<file path="config.mk">
export PLATFORM = sky130hd
export DESIGN_NAME = universal_shift_reg_n_flat
export DESIGN_NICKNAME = d
export VERILOG_FILES = /design/src/rtl/usr_pkg.sv /design/src/rtl/universal_shift_reg_n_if.sv /design/src/rtl/usr_step.sv /design/src/rtl/universal_shift_reg_n.sv /design/src/flat_wrapper.sv
export SDC_FILE = /design/constraint.sdc
export NUM_CORES = 1
export LEC_CHECK = 0
export CORE_MARGIN = 3
export CORE_UTILIZATION = 52
export CTS_CLUSTER_DIAMETER = 60
export DETAILED_ROUTE_END_ITERATION = 10
export PLACE_DENSITY = 0.87
export SYNTH_ARGS = -nofsm -noshare
export SYNTH_HDL_FRONTEND = slang
export SYNTH_HIERARCHICAL = 1
export SYNTH_SLANG_ARGS = --single-unit
export TNS_END_PERCENT = 1
</file>
<file path="constraint.sdc">
create_clock -name clk -period 6 [get_ports clk]
set_clock_uncertainty 0.2 [all_clocks]
set_input_delay 1.2 -clock clk [delete_from_list [all_inputs] [get_ports clk]]
set_output_delay 1.2 -clock clk [all_outputs]
set_load 0.02 [all_outputs]
</file>
<file path="src/rtl/usr_pkg.sv">
// Shared encodings for the counted universal shift register: per-step op codes
// and the two-state run FSM.
package usr_pkg;

  localparam logic [2:0] OP_HOLD   = 3'b000;
  localparam logic [2:0] OP_SHL_UP = 3'b001;
  localparam logic [2:0] OP_SHR_DN = 3'b010;
  localparam logic [2:0] OP_LOAD   = 3'b011;
  localparam logic [2:0] OP_INV    = 3'b100;
  localparam logic [2:0] OP_ROT_UP = 3'b101;
  localparam logic [2:0] OP_ROT_DN = 3'b110;
  localparam logic [2:0] OP_ASR    = 3'b111;

  typedef enum logic {
    ST_IDLE = 1'b0,
    ST_RUN  = 1'b1
  } state_e;

endpackage

</file>
<file path="src/rtl/universal_shift_reg_n_if.sv">
// Control/data bundle between the datapath controller (master) and the
// shift register (slave).
interface universal_shift_reg_n_if #(
  parameter int WIDTH = 8,
  parameter int AMT_W = $clog2(WIDTH + 1)
);
  logic [2:0]       S;
  logic [WIDTH-1:0] I;
  logic             sin_lo;
  logic             sin_hi;
  logic             start;
  logic [AMT_W-1:0] amt;
  logic [WIDTH-1:0] O;
  logic             busy;
  logic             done;

  modport master (output S, I, sin_lo, sin_hi, start, amt, input O, busy, done);
  modport slave  (input S, I, sin_lo, sin_hi, start, amt, output O, busy, done);
endinterface

</file>
<file path="src/rtl/usr_step.sv">
// One step of the selected op, purely combinational; shared by legacy and
// counted modes.
module usr_step
  import usr_pkg::*;
#(
  parameter int WIDTH = 8
) (
  input  logic [2:0]       op_i,
  input  logic [WIDTH-1:0] o_i,
  input  logic [WIDTH-1:0] i_i,
  input  logic             sin_lo_i,
  input  logic             sin_hi_i,
  output logic [WIDTH-1:0] o_nxt_o
);

  always_comb begin
    o_nxt_o = o_i;
    case (op_i)
      OP_HOLD:   o_nxt_o = o_i;
      OP_SHL_UP: o_nxt_o = {o_i[WIDTH-2:0], sin_lo_i};
      OP_SHR_DN: o_nxt_o = {sin_hi_i, o_i[WIDTH-1:1]};
      OP_LOAD:   o_nxt_o = i_i;
      OP_INV:    o_nxt_o = ~o_i;
      OP_ROT_UP: o_nxt_o = {o_i[WIDTH-2:0], o_i[WIDTH-1]};
      OP_ROT_DN: o_nxt_o = {o_i[0], o_i[WIDTH-1:1]};
      OP_ASR:    o_nxt_o = {o_i[WIDTH-1], o_i[WIDTH-1:1]};
      default:   o_nxt_o = o_i;
    endcase
  end

endmodule

</file>
<file path="src/rtl/universal_shift_reg_n.sv">
// WIDTH-bit universal shift register: one step per cycle in legacy mode, or a
// counted run of amt steps launched by start with busy/done handshake.
module universal_shift_reg_n
  import usr_pkg::*;
#(
  parameter int WIDTH = 8,
  parameter int AMT_W = $clog2(WIDTH + 1)
) (
  input logic                  clk,
  input logic                  clear,
  universal_shift_reg_n_if.slave bus
);

  state_e           state_q, state_d;
  logic [AMT_W-1:0] cnt_q, cnt_d;
  logic [2:0]       op_q, op_d;
  logic [WIDTH-1:0] o_q, o_d;
  logic             done_q, done_d;
  logic [2:0]       step_op;
  logic [WIDTH-1:0] step_nxt;

  usr_step #(.WIDTH(WIDTH)) u_step (
    .op_i     (step_op),
    .o_i      (o_q),
    .i_i      (bus.I),
    .sin_lo_i (bus.sin_lo),
    .sin_hi_i (bus.sin_hi),
    .o_nxt_o  (step_nxt)
  );

  always_comb begin
    state_d = state_q;
    cnt_d   = cnt_q;
    op_d    = op_q;
    o_d     = o_q;
    done_d  = 1'b0;
    step_op = bus.S;
    case (state_q)
      ST_IDLE: begin
        if (bus.start) begin
          // accept edge: O holds, op and count are captured
          op_d  = bus.S;
          cnt_d = bus.amt;
          if (bus.amt != '0) state_d = ST_RUN;
          else               done_d  = 1'b1;
        end else begin
          o_d = step_nxt;
        end
      end
      ST_RUN: begin
        step_op = op_q;
        o_d     = step_nxt;
        cnt_d   = cnt_q - AMT_W'(1);
        if (cnt_q == AMT_W'(1)) begin
          state_d = ST_IDLE;
          done_d  = 1'b1;
        end
      end
      default: state_d = ST_IDLE;
    endcase
  end

  always_ff @(posedge clk) begin
    if (clear) begin
      state_q <= ST_IDLE;
      cnt_q   <= '0;
      op_q    <= OP_HOLD;
      o_q     <= '0;
      done_q  <= 1'b0;
    end else begin
      state_q <= state_d;
      cnt_q   <= cnt_d;
      op_q    <= op_d;
      o_q     <= o_d;
      done_q  <= done_d;
    end
  end

  assign bus.O    = o_q;
  assign bus.busy = (state_q == ST_RUN);
  assign bus.done = done_q;

endmodule

</file>
<file path="src/flat_wrapper.sv">
// flat-port wrapper written by rule: the top's interface ports become plain ports
module universal_shift_reg_n_flat import usr_pkg::*;
#(
  parameter int WIDTH = 8,
  parameter int AMT_W = $clog2(WIDTH + 1)
)
  (clk, clear, bus_S, bus_I, bus_sin_lo, bus_sin_hi, bus_start, bus_amt, bus_O, bus_busy, bus_done);
  universal_shift_reg_n_if #(.WIDTH(WIDTH), .AMT_W(AMT_W)) bus_i ();
  input logic clk;
  input logic clear;
  input wire logic [$bits(bus_i.S)-1:0] bus_S;
  input wire logic [$bits(bus_i.I)-1:0] bus_I;
  input wire logic [$bits(bus_i.sin_lo)-1:0] bus_sin_lo;
  input wire logic [$bits(bus_i.sin_hi)-1:0] bus_sin_hi;
  input wire logic [$bits(bus_i.start)-1:0] bus_start;
  input wire logic [$bits(bus_i.amt)-1:0] bus_amt;
  output wire logic [$bits(bus_i.O)-1:0] bus_O;
  output wire logic [$bits(bus_i.busy)-1:0] bus_busy;
  output wire logic [$bits(bus_i.done)-1:0] bus_done;
  assign bus_i.S = bus_S;
  assign bus_i.I = bus_I;
  assign bus_i.sin_lo = bus_sin_lo;
  assign bus_i.sin_hi = bus_sin_hi;
  assign bus_i.start = bus_start;
  assign bus_i.amt = bus_amt;
  assign bus_O = bus_i.O;
  assign bus_busy = bus_i.busy;
  assign bus_done = bus_i.done;
  universal_shift_reg_n #(.WIDTH(WIDTH), .AMT_W(AMT_W)) u_core (.clk(clk), .clear(clear), .bus(bus_i));
endmodule
</file>
## Word-level counts from Yosys, hierarchy flattened

Cells that the tools add are included.

| word-level totals | value |
|---|---|
| output and inout port bits | 10 |
| bits of input ports | 20 |
| word-level logic and storage cells | 35 |
| register bits | 17 |

| cells by class | value |
|---|---|
| $add $sub $neg | 1 |
| reductions and logical operators | 3 |
| mux-type cells | 14 |
| equal/unequal tests | 10 |
| bitwise gates (word level) | 2 |

Operators with widths:

| kind | count |
|---|---|
| case mux 8 bit (8 select lines) | 1 |
| case mux 8 bit (2 select lines) | 1 |
| == test 3 bit, second input constant | 4 |
| 2-to-1 mux 8 bit | 1 |
| inverter 8 bit | 1 |
| case mux 4 bit (2 select lines) | 1 |
| == test 3 x 2 -> 1 bit, second input constant | 2 |
| 2-to-1 mux 1 bit | 6 |
| == test 4 x 1 -> 1 bit, second input constant | 1 |
| 2-to-1 mux 4 bit | 1 |
| != test 2 bit, second input constant | 2 |
| case mux 1 bit (2 select lines) | 2 |
| nonzero test 4 bit | 1 |
| subtractor 4 x 1 -> 4 bit, second input constant | 1 |
| == test 3 x 1 -> 1 bit, second input constant | 1 |
| zero test 3 bit | 1 |
| 2-to-1 mux 3 bit | 1 |
| AND reduction 2 bit | 1 |
| inverter 1 bit | 1 |

## Longest topological paths before layout

Gate-level depths: netlist (run 1).

| logic depth | value |
|---|---|
| depth after elaboration | 5 |
| mapped depth | 9 |
| mapped depth without buffers | 7 |

## Hierarchy

Netlist (run 1), hierarchy kept.

Modules (own cells, without submodules):

| module | seq. area each (µm²) | area each (µm²) | instances | cells each |
|---|---|---|---|---|
| universal_shift_reg_n | 340.3 | 726.9 | 1 | 87 |
| usr_step | 0.0 | 439.2 | 1 | 66 |

## Least setup slack after synthesis (run 1)

No wires, ideal clock.

| timing | value |
|---|---|
| path type | in2reg |
| start | in bus_S[1] |
| end | reg u_core.o_q[1] (netlist: u_core/bus.O[1]) |
| path buffers | 2 |
| required time | 5.668 ns |
| slack | 3.288 ns |
| arrival time | 2.380 ns |
| stages on the path | 8 |
| cells stage by stage | mux2_2 -> buf_6 -> buf_8 -> a32oi_2 -> nand3_1 -> a221o_1 -> nand2_1 -> a21oi_1 |

| on the way | value |
|---|---|
| word-level cells in the longest chain between the ends | 5 |
| elaborated cells on any way between the ends | 12 |
| those cells by class | eq/ne (7); mux (4); reduce/logical (1) |

RTL lines:

| element | RTL line | text |
|---|---|---|
| from (decl) | flat_wrapper.sv:11 | `input wire logic [$bits(bus_i.S)-1:0] bus_S;` |
| 2-to-1 mux 3 bit * | universal_shift_reg_n.sv:38 | `case (state_q)` |
| == test 3 bit, or another cell as far along | usr_step.sv:18 | `case (op_i)` |
| case mux 8 bit (8 select lines) * | usr_step.sv:18 |  |
| 2-to-1 mux 8 bit | universal_shift_reg_n.sv:40 | `if (bus.start) begin` |
| case mux 8 bit (2 select lines) * | universal_shift_reg_n.sv:38 |  |
| net u_core.o_d[1] | universal_shift_reg_n.sv:17 | `logic [WIDTH-1:0] o_q, o_d;` |
| to (signal assigned) | universal_shift_reg_n.sv:68 | `o_q <= '0;` |
| to (signal assigned) | universal_shift_reg_n.sv:74 | `o_q <= o_d;` |
| to (decl) | universal_shift_reg_n.sv:17 |  |

Mark *: on every way through the listed nets, which the timed path passes. The rest lies on a longest branch. The select of a mux whose other input is x is not followed.
A chain may end at the register's enable or synchronous reset.

## Final worst setup path (run 1)

| timing | value |
|---|---|
| start | in bus_S[1] |
| end | reg u_core.o_q[1] (netlist: u_core/bus.O[1]) |

| on the way | value |
|---|---|
| word-level cells in the longest chain between the ends | 5 |
| elaborated cells on any way between the ends | 12 |
| those cells by class | eq/ne (7); mux (4); reduce/logical (1) |

RTL lines:

| element | RTL line | text |
|---|---|---|
| 2-to-1 mux 3 bit * | universal_shift_reg_n.sv:38 |  |
| net u_core.step_op[1] | universal_shift_reg_n.sv:19 | `logic [2:0] step_op;` |
| == test 3 bit, or another cell as far along | usr_step.sv:18 |  |
| case mux 8 bit (8 select lines) * | usr_step.sv:18 |  |
| 2-to-1 mux 8 bit | universal_shift_reg_n.sv:40 |  |
| case mux 8 bit (2 select lines) * | universal_shift_reg_n.sv:38 |  |
| net u_core.o_d[1] | universal_shift_reg_n.sv:17 |  |

Marks and branches as above.

==> results of run 1 <==
==> cell usage in the layout (no fill, tap or decap), types with 2 or more instances in the layout <==
master	instances
a221oi_1	3
ha_1	2
nor3_1	3
nor2b_1	6
clkbuf_4	3
clkdlybuf4s50_1	29
a32oi_1	4
dfxtp_1	17
inv_1	2
o21ai_0	6
nor2_1	10
nand2_1	30
nand3b_1	2
nand3_1	7
nand2b_1	2
a211oi_1	2
a21oi_1	19
mux2_2	3
a221o_1	5
a31oi_1	2
==> layer usage <==
layer,vias up,wire length (µm)
met4,0,13
met1,608,1330
met2,62,1630
met5,-,0
met3,2,247
li1,606,-
==> registers in the layout (all words and copies together) (netlist names) <==
register	cells
u_core/bus.done	1
u_core/cnt_q	4
u_core/op_q	3
u_core/bus.O	8
u_core/bus.busy	1
==> worst paths after layout <==
kind	endpoint	slack, ns	cells past startpoint
worst max-delay path	u_core/bus.O[1]	2.81	8
worst min-delay path	u_core/op_q[2]	0.27	2
worst max register to register	u_core/bus.O[1]	3.46	7
worst min register to register	u_core/op_q[2]	0.27	2
==> tightest hold or removal path: stages (launching register included) <==
cell and delay (ns):
dfxtp_1 0.32, nand2_1 0.06, a21oi_1 0.06
==> where the power goes <==
part           total (mW)  internal, mW  switching [mW]
clock network      0.0615        0.0258          0.0357
logic               0.130        0.0610          0.0690
registers           0.141         0.124          0.0163
==> through the flow <==
step	hold slack [ns]	worst slack, ns
2_1_floorplan	0.233	3.29
3_3_place_gp	0.239	2.67
3_5_place_dp	0.254	2.57
4_1_cts	0.269	2.88
5_1_grt	0.287	2.68
6_report	0.267	2.81
==> cell families (layout without fill, tap and decap cells) <==
logic type,count (synthesis),count (layout),synth area share
compound gates,52,52,0.315
fa+ha+maj,2,2,0.0215
flops,17,17,0.292
simple gates,65,65,0.267
buf+inv,13,36,0.0665
mux,4,4,0.0376
==> synth_stat cells <==
| library cell | number |
|---|---|
| dfxtp_1 | 17 |
| a211oi_1 | 2 |
| a211o_1 | 1 |
| a2bb2oi_1 | 1 |
| a32oi_2 | 1 |
| inv_2 | 1 |
| o21ba_2 | 1 |
| nand2b_1 | 2 |
| and2b_1 | 1 |
| a21o_1 | 1 |
| nand3b_1 | 2 |
| o21ai_1 | 1 |
| a221oi_2 | 1 |
| clkbuf_1 | 2 |
| buf_8 | 1 |
| o22ai_1 | 1 |
| ha_1 | 2 |
| nand2_1 | 30 |
| nor3b_1 | 1 |
| nor2_2 | 1 |
| nor2_1 | 10 |
| nor2b_4 | 1 |
| a21oi_1 | 19 |
| o21ai_0 | 6 |
| a221oi_1 | 3 |
| a221o_1 | 5 |
| buf_2 | 5 |
| mux2i_1 | 1 |
| o221ai_1 | 1 |
| a32o_1 | 1 |
| inv_1 | 2 |
| nor3_1 | 3 |
| a22oi_1 | 1 |
| a32oi_1 | 4 |
| nor2b_1 | 6 |
| nand3_1 | 7 |
| or4_4 | 1 |
| mux2_2 | 3 |
| buf_6 | 1 |
| buf_4 | 1 |
| a31oi_1 | 2 |
==> cell type report <==
cell class | instances | area share
multi-input combinational | 123 | 0.516
inverter | 3 | 0.00777
clock buffer | 4 | 0.0181
tap | 27 | 0.0233
sequential | 17 | 0.235
timing repair buffer | 29 | 0.200
==> impl_metrics.csv, run 1 <==
group,metric,value,unit
run_status,status,"complete, no violations",
floorplan,core,0.00204,mm²
floorplan,num_io_pins,30,
placement,dp_hpwl,2240,µm
synthesis,ys_seq_elements,17,
layout,diodes,0,
placement,place_congestion,0.865,
min_path,hold_class,"flop to flop",
critical_path,cp_num_buf_inv,2,
critical_path,crit_path_start,"bus_S[1]",
sta,grt_setup_unrepaired,"false",
sta,fin_tns_setup,0,ns
sta,fmax,0.313,GHz
layout,fillerInstances,189,
layout,area_growth,24.4,%
critical_path,end_kind,"flop",
clock_tree,cts_tree,"yes",
routing,vias_per_cell,6.30,
global_routing,grt_pass1_vias,1180,
placement,place_area,0.00142,mm²
critical_path,path_delay_family,"compound AO/OA/AOI/OAI gates",
min_path,hp-start,"u_core/op_q[2]",
layout,fin_area,0.00145,mm²
synthesis,yosysTopAreaCellShare,0.292,
synthesis,syn_nets,175,
critical_path,crit-reg2reg-launch,"u_core/bus.busy",
sta,slew_headroom,0.581,
routing,wl_per_cell,15.9,µm
critical_path,critPathRequiredTime,5.95,ns
layout,fin_nets,199,
clock_tree,clockBufferDepth,2,
job,maxCapViolations,0,
global_routing,met3_usage,0.0394,
synthesis,yosysTopAreaCell,"dfxtp_1",
critical_path,worstPathArrival,3.14,ns
synthesis,yosysWarnings,6,
clock_tree,holdBufCountCts,0,
layout,drive_gt1_frac,0.0739,
routing,drcViolationCount,0,
synthesis,postSynthAreaPerCell,7.62,µm²
synthesis,syn_area,0.00117,mm²
routing,totalWireLength,3220,µm
sta,hold_viol,0,
layout,utilization,0.710,
synthesis,ys_types,41,
synthesis,netlist_instances,153,
synthesis,synth.yosys.seq_area_share,0.292,
pwr,irDropWorstVdd,0.000144,V
floorplan,dieArea,0.00285,mm²
global_routing,grt_max_degree,19,
clock_tree,clock-sinks,17,
layout,ff_latch_area,340,µm²
critical_path,path_class,"primary input to flop",
sta,tightest_slew,0.626,ns
routing,first_pass_iters,5,
clock_tree,cts_resized,0,
pwr,finalPower,0.332,mW
sta,final-max-slew-violation-count,0,
layout,final_cells,203,
critical_path,cp-start-kind,"primary input",
global_routing,gr-usage-all-layers,0.246,
layout,multi_input_comb_area,748,µm²
sta,setup_violations,0,
critical_path,worst_path_largest_cell_delay,0.47,ns
global_routing,grt-ovfl-total,0,
critical_path,crit_fanout,18,
global_routing,grtUsageMet1,0.311,
clock_tree,cts_setup_buffers,0,
routing,vias,1278,
pwr,cellPowerDensity,229,mW/mm²
placement,port_buffers,29,
floorplan,rows,16,
global_routing,grt_antenna_before_repair,0,
critical_path,path_cells,"clkdlybuf4s50_1 > mux2_2 > inv_2 > o21ai_0 > nand3_1 > a221o_1 > nand2_1 > a21oi_1",
clock_tree,numCtsBuffers,3,
routing,ant_nets,0,
routing,drt_iter0_drc,90,
floorplan,start_util,0.571,
placement,placed_cells,199,
floorplan,die_w,53.4,µm
synthesis,synth_area_leaders,"dfxtp_1 29%, nand2_1 9.7%, a21oi_1 8.2%",
critical_path,cp_slowest_cell,"clkdlybuf4s50_1",
global_routing,grt_most_used_layer,"met2",
floorplan,dieHeight,53.4,µm
global_routing,grt_pass1_wl,5230,µm
pwr,p_leak,0.528,nW
sta,fin_crit_sh,0.532,
global_routing,met2_usage,0.412,
sta,finalCriticalPeriod,3.19,ns
clock_tree,root_buffer,"clkbuf_4",
clock_tree,clkTransAtPathRegs,0.09,ns
clock_tree,htree_levels,1,
clock_tree,clk_latency,0.29,ns
Power figures use the tool's default switching activity.
==> run 2, diff against run 1 <==
--- a/config.mk
+++ b/config.mk
@@ -6,10 +6,10 @@
 export NUM_CORES = 1
 export LEC_CHECK = 0
 export CORE_MARGIN = 3
-export CORE_UTILIZATION = 52
+export CORE_UTILIZATION = 43
 export CTS_CLUSTER_DIAMETER = 60
 export DETAILED_ROUTE_END_ITERATION = 10
-export PLACE_DENSITY = 0.87
+export PLACE_DENSITY = 0.78
 export SYNTH_ARGS = -nofsm -noshare
 export SYNTH_HDL_FRONTEND = slang
 export SYNTH_HIERARCHICAL = 1
==> constraint.sdc (replaced) <==
create_clock -name clk -period 2.75 [get_ports clk]
set_clock_uncertainty 0.2 [all_clocks]
set_input_delay 0.55 -clock clk [delete_from_list [all_inputs] [get_ports clk]]
set_output_delay 0.55 -clock clk [all_outputs]
set_load 0.02 [all_outputs]
==> impl_metrics.csv, run 2 (synthesized netlist as in run 1, its figures left out) <==
group,metric,value,unit
routing,totalWireLength,3190,µm
min_path,hold_class,"flop to flop",
placement,place_area,0.00144,mm²
global_routing,grt-ovfl-total,0,
routing,route.met2.wl,1550,µm
critical_path,cp-start-kind,"primary input",
clock_tree,cts_resized,0,
routing,met1_length,1350,µm
clock_tree,cts_setup_buffers,0,
pwr,intPower,0.465,mW
critical_path,cp_num_buf_inv,2,
global_routing,grt_antenna_before_repair,0,
global_routing,grt_pass1_vias,1233,
critical_path,worstPathArrival,2.46,ns
layout,fin_area,0.00147,mm²
critical_path,worst_path_largest_cell_delay,0.47,ns
routing,ant_nets,0,
sta,tightest_slew,0.572,ns
clock_tree,holdBufCountCts,0,
sta,hold_viol,0,
critical_path,path_delay_family,"compound AO/OA/AOI/OAI gates",
layout,largest_register_ffs,8,
sta,fin_crit_sh,0.908,
sta,grt_setup_unrepaired,"false",
clock_tree,clkTransAtPathRegs,0.10,ns
clock_tree,cts_tree,"yes",
pwr,cellPowerDensity,496,mW/mm²
routing,drt_iter0_drc,64,
clock_tree,root_buffer,"clkbuf_4",
critical_path,cp_slowest_cell,"clkdlybuf4s50_1",
clock_tree,numCtsBuffers,3,
sta,setup_violations,0,
routing,maxUsedRoutingLayer,"met4",
routing,met3_length,255,µm
floorplan,num_io_pins,30,
routing,wl_per_cell,15.3,µm
global_routing,grt_max_degree,19,
run_status,status,"complete, no violations",
layout,final_cell_mix,"30 x nand2_1, 29 x clkdlybuf4s50_1, 19 x a21oi_1",
layout,drive_gt1_frac,0.0843,
sta,final-max-slew-violation-count,0,
layout,utilization,0.582,
pwr,p_sw_frac,0.362,
routing,vias_per_cell,6.27,
sta,fin_tns_setup,0,ns
global_routing,grt_pass1_wl,5310,µm
placement,port_buffers,29,
pwr,power_frac_seq,0.420,
placement,dp_hpwl,2320,µm
placement,pre_cts_ws,0.0160,ns
floorplan,dieArea,0.00337,mm²
job,maxCapViolations,0,
sta,fmax,0.400,GHz
placement,place_congestion,0.843,
floorplan,dieHeight,58.1,µm
critical_path,r2r_slack,0.48,ns
routing,first_pass_iters,4,
floorplan,start_util,0.462,
sta,slew_headroom,0.618,
layout,layout.cells.most_common,"nand2_1",
pwr,finalPower,0.728,mW
routing,vias,1304,
pwr,clockPowerShare,0.180,
pwr,irDropWorstVdd,0.000291,V
global_routing,gr-usage-all-layers,0.199,
layout,fin_nets,201,
clock_tree,clock-sinks,17,
critical_path,critPathRequiredTime,2.71,ns
routing,drcViolationCount,0,
critical_path,end_kind,"flop",
critical_path,path_class,"primary input to flop",
pwr,p_switching,0.263,mW
floorplan,core,0.00252,mm²
clock_tree,clockBufferDepth,2,
pwr,power_frac_comb,0.400,
clock_tree,clk_latency,0.29,ns
floorplan,rows,18,
sta,fin_ws,0.252,ns
floorplan,die_w,58.1,µm
critical_path,path_cells,"clkdlybuf4s50_1 > mux2_2 > inv_2 > o21ai_0 > nand3_1 > a221o_1 > nand2_1 > a21oi_1",
layout,area_growth,26.0,%
critical_path,crit_fanout,18,
layout,diodes,0,
sta,finalCriticalPeriod,2.50,ns
clock_tree,htree_levels,1,
pwr,p_leak,0.538,nW
[run 2: layout make-up]
cell class,count,area (µm²)
Clock buffer,4,26.3
Tap cell,30,37.5
Timing Repair Buffer,31,305
Multi-Input combinational cell,123,748
Sequential cell,17,340
Inverter,3,11.3
Fill cell,250,1050
[run 2: routing by layer]
metal | global-route usage | vias up
met5 | 0 | -
met4 | 0.0927 | 0
met1 | 0.238 | 619
met2 | 0.337 | 68
li1 | - | 613
met3 | 0.0423 | 4
[run 2: stage by stage]
step / std cells / hold WS (ns)
final: 208 / 0.261
after floorplan: 153 / 0.233
after detailed placement: 204 / 0.245
after global routing: 208 / 0.294
after CTS: 208 / 0.262
after global placement: 204 / 0.240
[run 2: final timing paths]
| kind | endpoint | from | cells past startpoint |
|---|---|---|---|
| setup / recovery | u_core/bus.O[1] | bus_S[1] | 8 |
| hold / removal | u_core/op_q[1] | u_core/op_q[1] | 2 |
| setup reg to reg | u_core/bus.O[2] | u_core/bus.busy | 6 |
| hold reg to reg | u_core/op_q[1] | u_core/op_q[1] | 2 |
[run 2: worst min-delay path: stages (launching register included)]
cell	delay, ns
dfxtp_1	0.32
nand2_1	0.05
a21oi_1	0.05
[run 2: power by group through the flow]
stage	combinational, mW	clock [mW]	sequential [mW]
after floorplan	0.179	0	0.320
after global placement	0.277	0	0.308
after detailed placement	0.286	0	0.310
after CTS	0.288	0.139	0.304
after global routing	0.317	0.147	0.310
final	0.291	0.131	0.306
